File: src/rtl/ram_master_if.sv
// ram_master control/status and RAM pin bundle.
// master: sequencer side; slave: requester plus RAM side.
interface ram_master_if #(
    parameter int AW = 8,
    parameter int DW = 8
);
    logic             start;
    logic [1:0]       op;
    logic [AW-1:0]    base;
    logic [AW-1:0]    dst;
    logic [AW-1:0]    len;
    logic [DW-1:0]    fill_val;
    logic             busy;
    logic             done;
    logic             err;
    logic [DW+AW-1:0] sum;
    logic [AW-1:0]    mem_dir;
    logic [DW-1:0]    mem_dato_e;
    logic             mem_en;
    logic [DW-1:0]    mem_dato_s;

    modport master (
        input  start, op, base, dst, len, fill_val, mem_dato_s,
        output busy, done, err, sum, mem_dir, mem_dato_e, mem_en
    );

    modport slave (
        output start, op, base, dst, len, fill_val, mem_dato_s,
        input  busy, done, err, sum, mem_dir, mem_dato_e, mem_en
    );
endinterface

File: src/rtl/ram_master.sv
// ram_master: FILL/SUM/COPY block sequencer for ram_syn; COPY is built only with RAM_MASTER_COPY_EN.
// Latency: done at len+1 (FILL), len+2 (SUM), 2*len+1 (COPY), 1 (reject or len=0) cycles after accept.
// Backpressure: none; start is ignored while busy, the RAM is driven one word per cycle.
module ram_master #(
    parameter int AW    = 8,
    parameter int DW    = 8,
    parameter int DEPTH = 11
) (
    input  logic         clk,
    input  logic         rst_n,
    ram_master_if.master bus
);
    typedef enum logic [2:0] {IDLE, FILL, SUM_RD, SUM_DRAIN, CP_RD, CP_WR, DONE} state_t;

    localparam logic [AW:0]   LAST  = (AW+1)'(DEPTH - 1);
    localparam logic [AW:0]   ONE_W = (AW+1)'(1);
    localparam logic [AW-1:0] ONE_A = AW'(1);

    state_t           state_q, state_d;
    logic [AW-1:0]    cnt_q, cnt_d;
    logic [AW-1:0]    base_q, base_d;
    logic [AW-1:0]    len_q, len_d;
    logic [DW-1:0]    fill_q, fill_d;
    logic [DW+AW-1:0] sum_q, sum_d;
    logic             err_q, err_d;
    logic             rd_vld_q, rd_vld_d;
    logic             src_bad, dst_bad, op_bad, reject, last;
`ifdef RAM_MASTER_COPY_EN
    logic [AW-1:0]    dst_q, dst_d;
`endif

    // Range check in AW+1 bits so base+len-1 cannot wrap back into range.
    always_comb begin
        src_bad = (bus.len != '0) && (({1'b0, bus.base} + {1'b0, bus.len} - ONE_W) > LAST);
`ifdef RAM_MASTER_COPY_EN
        op_bad  = (bus.op == 2'b11);
        dst_bad = (bus.op == 2'b10) && (bus.len != '0) &&
                  (({1'b0, bus.dst} + {1'b0, bus.len} - ONE_W) > LAST);
`else
        op_bad  = bus.op[1];
        dst_bad = 1'b0;
`endif
        reject  = op_bad | src_bad | dst_bad;
        last    = (cnt_q == (len_q - ONE_A));
    end

    always_comb begin
        state_d  = state_q;
        cnt_d    = cnt_q;
        base_d   = base_q;
        len_d    = len_q;
        fill_d   = fill_q;
        err_d    = err_q;
        sum_d    = sum_q;
        rd_vld_d = (state_q == SUM_RD);
`ifdef RAM_MASTER_COPY_EN
        dst_d    = dst_q;
`endif
        // Read data lands one cycle after each SUM_RD issue cycle.
        if (rd_vld_q) begin
            sum_d = sum_q + (DW+AW)'(bus.mem_dato_s);
        end
        case (state_q)
            IDLE: begin
                if (bus.start) begin
                    base_d = bus.base;
                    len_d  = bus.len;
                    fill_d = bus.fill_val;
                    cnt_d  = '0;
                    err_d  = 1'b0;
`ifdef RAM_MASTER_COPY_EN
                    dst_d  = bus.dst;
`endif
                    if (bus.op == 2'b01) begin
                        sum_d = '0;
                    end
                    if (reject) begin
                        err_d   = 1'b1;
                        state_d = DONE;
                    end else if (bus.len == '0) begin
                        state_d = DONE;
                    end else begin
                        case (bus.op)
                            2'b00:   state_d = FILL;
                            2'b01:   state_d = SUM_RD;
`ifdef RAM_MASTER_COPY_EN
                            2'b10:   state_d = CP_RD;
`endif
                            default: state_d = DONE;
                        endcase
                    end
                end
            end
            FILL: begin
                cnt_d = cnt_q + ONE_A;
                if (last) state_d = DONE;
            end
            SUM_RD: begin
                cnt_d = cnt_q + ONE_A;
                if (last) state_d = SUM_DRAIN;
            end
            SUM_DRAIN: state_d = DONE;
`ifdef RAM_MASTER_COPY_EN
            CP_RD: state_d = CP_WR;
            CP_WR: begin
                cnt_d   = cnt_q + ONE_A;
                state_d = last ? DONE : CP_RD;
            end
`endif
            DONE:    state_d = IDLE;
            default: state_d = IDLE;
        endcase
    end

    always_ff @(posedge clk or negedge rst_n) begin
        if (!rst_n) begin
            state_q  <= IDLE;
            cnt_q    <= '0;
            base_q   <= '0;
            len_q    <= '0;
            fill_q   <= '0;
            sum_q    <= '0;
            err_q    <= 1'b0;
            rd_vld_q <= 1'b0;
`ifdef RAM_MASTER_COPY_EN
            dst_q    <= '0;
`endif
        end else begin
            state_q  <= state_d;
            cnt_q    <= cnt_d;
            base_q   <= base_d;
            len_q    <= len_d;
            fill_q   <= fill_d;
            sum_q    <= sum_d;
            err_q    <= err_d;
            rd_vld_q <= rd_vld_d;
`ifdef RAM_MASTER_COPY_EN
            dst_q    <= dst_d;
`endif
        end
    end

    // Bus pins decode straight from state so reset kills mem_en without waiting for a clock.
    always_comb begin
        bus.busy       = (state_q != IDLE);
        bus.done       = (state_q == DONE);
        bus.err        = (state_q == DONE) && err_q;
        bus.sum        = sum_q;
        bus.mem_dir    = '0;
        bus.mem_dato_e = '0;
        bus.mem_en     = 1'b0;
        case (state_q)
            FILL: begin
                bus.mem_dir    = base_q + cnt_q;
                bus.mem_dato_e = fill_q + DW'(cnt_q);
                bus.mem_en     = 1'b1;
            end
            SUM_RD: bus.mem_dir = base_q + cnt_q;
`ifdef RAM_MASTER_COPY_EN
            CP_RD: bus.mem_dir = base_q + cnt_q;
            CP_WR: begin
                bus.mem_dir    = dst_q + cnt_q;
                bus.mem_dato_e = bus.mem_dato_s;
                bus.mem_en     = 1'b1;
            end
`endif
            default: ;
        endcase
    end
endmodule

File: src/flat_wrapper.sv
// flat-port wrapper written by rule: the top's interface ports become plain ports
module ram_master_flat 
#(
    parameter int AW    = 8,
    parameter int DW    = 8,
    parameter int DEPTH = 11
)
  (clk, rst_n, bus_start, bus_op, bus_base, bus_dst, bus_len, bus_fill_val, bus_mem_dato_s, bus_busy, bus_done, bus_err, bus_sum, bus_mem_dir, bus_mem_dato_e, bus_mem_en);
  ram_master_if #(.AW(AW), .DW(DW)) bus_i ();
  input  logic clk;
  input  logic rst_n;
  input wire logic [$bits(bus_i.start)-1:0] bus_start;
  input wire logic [$bits(bus_i.op)-1:0] bus_op;
  input wire logic [$bits(bus_i.base)-1:0] bus_base;
  input wire logic [$bits(bus_i.dst)-1:0] bus_dst;
  input wire logic [$bits(bus_i.len)-1:0] bus_len;
  input wire logic [$bits(bus_i.fill_val)-1:0] bus_fill_val;
  input wire logic [$bits(bus_i.mem_dato_s)-1:0] bus_mem_dato_s;
  output wire logic [$bits(bus_i.busy)-1:0] bus_busy;
  output wire logic [$bits(bus_i.done)-1:0] bus_done;
  output wire logic [$bits(bus_i.err)-1:0] bus_err;
  output wire logic [$bits(bus_i.sum)-1:0] bus_sum;
  output wire logic [$bits(bus_i.mem_dir)-1:0] bus_mem_dir;
  output wire logic [$bits(bus_i.mem_dato_e)-1:0] bus_mem_dato_e;
  output wire logic [$bits(bus_i.mem_en)-1:0] bus_mem_en;
  assign bus_i.start = bus_start;
  assign bus_i.op = bus_op;
  assign bus_i.base = bus_base;
  assign bus_i.dst = bus_dst;
  assign bus_i.len = bus_len;
  assign bus_i.fill_val = bus_fill_val;
  assign bus_i.mem_dato_s = bus_mem_dato_s;
  assign bus_busy = bus_i.busy;
  assign bus_done = bus_i.done;
  assign bus_err = bus_i.err;
  assign bus_sum = bus_i.sum;
  assign bus_mem_dir = bus_i.mem_dir;
  assign bus_mem_dato_e = bus_i.mem_dato_e;
  assign bus_mem_en = bus_i.mem_en;
  ram_master #(.AW(AW), .DW(DW), .DEPTH(DEPTH)) u_core (.clk(clk), .rst_n(rst_n), .bus(bus_i));
endmodule
File: config.mk
export PLATFORM = sky130hd
export DESIGN_NAME = ram_master_flat
export DESIGN_NICKNAME = d
export VERILOG_FILES = /design/src/rtl/ram_master_if.sv /design/src/rtl/ram_master.sv /design/src/flat_wrapper.sv
export SDC_FILE = /design/constraint.sdc
export NUM_CORES = 1
export LEC_CHECK = 0
export ABC_AREA = 0
export CORE_AREA = 2 2 119 121
export CTS_CLUSTER_SIZE = 30
export DETAILED_ROUTE_END_ITERATION = 8
export DIE_AREA = 0 0 121 123
export GPL_ROUTABILITY_DRIVEN = 1
export PLACE_DENSITY = 0.49
export SLEW_MARGIN = 40
export SYNTH_ARGS = -nofsm -noshare
export SYNTH_HDL_FRONTEND = slang
export SYNTH_SLANG_ARGS = --single-unit
export TNS_END_PERCENT = 1
File: constraint.sdc
create_clock -name clk -period 5.65 [get_ports clk]
set_input_delay 1.695 -clock clk [delete_from_list [all_inputs] [get_ports clk]]
set_output_delay 1.695 -clock clk [all_outputs]
set_load 0.1 [all_outputs]
==> out/qor.txt <==
Outcome - complete, no violations
Ys flop type - dfrtp_1
Fillers - 1444
Most frequent cell after synthesis - dfrtp_1
Worst setup EP type - primary output
Post-synth top cells - 53 x dfrtp_1, 52 x nand2_1, 44 x inv_1
Distinct cells, synth - 53
CTS root buffer - clkbuf_16
Clock transition at path regs - 0.07 ns
Post_cts resized - 0
Post-Syn Area - 3980 um^2
Final WL - 9.60 mm
Syn_area_per_cell - 8.77 um^2
Ant diodes - 0
Final Max Tran Viols - 0
First-pass GRT wire length - 16.0 mm
Core ar. - 13600 um^2
Synth Register Bits - 53
Post-CTS Setup Bufs - 0
Critical path startpoint category - register
Switching Fraction - 0.574
Worst VDD drop - 0.649 mV
Layout cell share with drive strength beyond 1 - 0.119
Comb pwr share - 0.653
Overflow left after global routing - 0
CTS tree - built
DRC - 0
Via count - 3321
Drt via density - 4.72
Tot GR Track Use - 0.134
Critical Path Slowest Stage Cell - dfrtp_1
Setup_tns - 0 ns
Area share of the largest cell type after synthesis - 0.333
CTS Buf Count - 5
MaxCap Viol Count - 0
Synth Instances - 454
Num ports - 81
Clock power frac - 0.102
Worst hold path type - register to register
Sequential share of the synthesized area - 0.333
Net switching power - 0.00171 W
Leak Pwr - 2.35 nW
Final hold slack - 0.492 ns
Sequential power share - 0.245
Pre-Repair DR Iteration Count - 4
Min Tclk post-route - 4.52 ns
H-Tree Depth - 2
Layout net count - 610
Fin area - 4840 um^2
Initial Util - 0.293
Reg2reg start - u_core.bus.sum[0]
Tcrit/Tclk final - 0.800
Drt wl/cell - 13.7 um
Die ar. - 14900 um^2
CP required - 3.95 ns
RePlAce Congestion - 0.816
Least-Margin Pin Slew - 0.708 ns
Reg2reg end - u_core.bus.sum[14]
Synth area leader - dfrtp_1
Die Wd - 121 um
Reg2Reg Depth - 8
Die height - 123 um
Slew HR - 0.528
Total power per unit cell area - 617 nW/um^2
F_max - 221 MHz
Critical Path, Cell by Cell - ha_1 > a21o_1 > a21oi_1 > o21bai_1 > a2111oi_0 > o21ai_0 > a21oi_1 > buf_4
WP data arrival - 2.82 ns
Final ANT Viol Nets - 0
CTS sink cnt - 53
Fin. Hold Viols - 0
Setup CP Type - register to primary output
Footprint of the multi-input gates - 2400 um^2
Async set-or-reset flop fraction in the synthesized netlist - 1.00
Post-synth EDFFs - 0
Number of global-route vias before repair - 3295
Final Skew - 0.00326 ns
Design Power - 0.00298 W
Reg area - 1330 um^2
DP HPWL - 7.44 mm
CTS Buffer Depth - 2
Dominant cells by area after synthesis - dfrtp_1 33%, ha_1 12%, nand2_1 4.9%
PortBufs - 72
Post-layout util - 0.355
Cts hold-fix bufs - 0
Min-delay src - u_core.fill_q[5]
CP max stage delay - 0.57 ns
Worst R2R Setup Slack - 3.23 ns
Synth warnings - 0
Largest net degree at the start of global routing - 54
Final setup vio count - 0
Int Pwr - 0.00127 W
RSZ-0062 raised after global routing - no
Syn Nets - 542
1st-iter DRT viols - 157
Hold path endpoint - u_core.fill_q[5]
Worst-skew pair later-pin latency - 0.29 ns
Initial antenna violation count - 0
CP max FO - 8
Area after DPL - 4690 um^2
Crit path top cell by count - a21oi_1
Site row count - 43
Hold path depth - 2
Layout area overhead - 21.4%
## stage by stage
stage	setup slack, ns	std cells
floorplan	0.668	454
global placement	1.06	695
detailed placement	1.02	695
CTS	1.10	703
global route	0.879	703
finish	1.13	703
## critical path, delay by kind of cell (launching register included)
kind                       cells  cell delay (ns)
AOI/OAI and AO/OA              6             1.34
adders and majority gates      1             0.30
buffers and inverters          1             0.31
DFF                            1             0.57
## power groups by stage
stage          clock [W]  combinational, W  sequential, W
2_1_floorplan          0           0.00137       0.000965
3_3_place_gp           0           0.00202       0.000737
3_5_place_dp           0           0.00196       0.000738
4_1_cts         0.000318           0.00197       0.000732
5_1_grt         0.000333           0.00213       0.000760
6_report        0.000305           0.00195       0.000730
## logic make-up (layout without fill, tap and decap cells)
| kind of cell | after synthesis | in the layout | share of synthesized area |
|---|---|---|---|
| DFF | 53 | 53 | 0.333 |
| and+or+nand+nor | 155 | 155 | 0.196 |
| muxes | 6 | 6 | 0.0151 |
| buffers and inverters | 58 | 127 | 0.0650 |
| AOI/OAI and AO/OA | 101 | 101 | 0.165 |
| adders and majority gates | 43 | 43 | 0.143 |
| xor gates and xnor gates | 38 | 38 | 0.0835 |
## per-layer routing
layer,track usage,routed length (um)
met1,0.173,4510
met2,0.235,4640
met3,0.0254,372
met4,0.0240,72
met5,0,0
## worst max path at each step
stage	slack, ns	end	cells past startpoint	from
after floorplan	0.67	bus_mem_dir[7]	7	u_core.cnt_q[1]
after global placement	1.06	u_core.state_q[0]	12	bus_len[1]
after detailed placement	1.02	u_core.state_q[0]	12	bus_len[1]
after CTS	1.10	bus_mem_dir[7]	8	u_core.cnt_q[1]
after global routing	0.88	bus_mem_dato_e[7]	8	u_core.cnt_q[1]
final	1.13	bus_mem_dir[7]	8	u_core.cnt_q[1]
## sequential cells by signal, summed over array words and instances (netlist names)
name / flops
u_core.cnt_q: 8
u_core.len_q: 8
u_core.err_q: 1
u_core.fill_q: 8
u_core.rd_vld_q: 1
u_core.bus.sum: 16
u_core.base_q: 8
u_core.state_q: 3
## cells in the final DEF (no fill, tap or decap), types with 3 or more instances in the layout
| cell type | synthesis | final |
|---|---|---|
| dfrtp_1 | 53 | 53 |
| nand2_1 | 52 | 52 |
| inv_1 | 44 | 44 |
| nor2_1 | 39 | 39 |
| ha_1 | 39 | 39 |
| clkdlybuf4s50_1 | 0 | 35 |
| o21ai_0 | 31 | 31 |
| a21oi_1 | 29 | 29 |
| buf_2 | 3 | 29 |
| xnor2_1 | 20 | 20 |
| xor2_1 | 18 | 18 |
| buf_4 | 0 | 11 |
| nor3_1 | 7 | 7 |
| or3_1 | 7 | 7 |
| or2_2 | 5 | 6 |
| a21o_1 | 6 | 6 |
| and2_1 | 6 | 6 |
| mux2i_1 | 6 | 6 |
| nor3b_1 | 5 | 5 |
| nor2b_1 | 5 | 5 |
| o21a_1 | 5 | 5 |
| nand4_1 | 5 | 5 |
| nand3_1 | 5 | 5 |
| clkbuf_16 | 0 | 5 |
| o21bai_1 | 4 | 4 |
| fa_1 | 4 | 4 |
| nand2b_1 | 3 | 3 |
| and3_1 | 3 | 3 |
| o32a_1 | 3 | 3 |
| and3b_1 | 3 | 3 |
| a2111oi_0 | 3 | 3 |
## final cells by class
class | instances | area share
clock buffer | 5 | 0.0259
clock inverter | 3 | 0.00362
inverter | 44 | 0.0342
multi-input combinational | 343 | 0.496
sequential | 53 | 0.274
tap | 180 | 0.0466
timing repair buffer | 75 | 0.120
(Power assumes the default switching activity.)
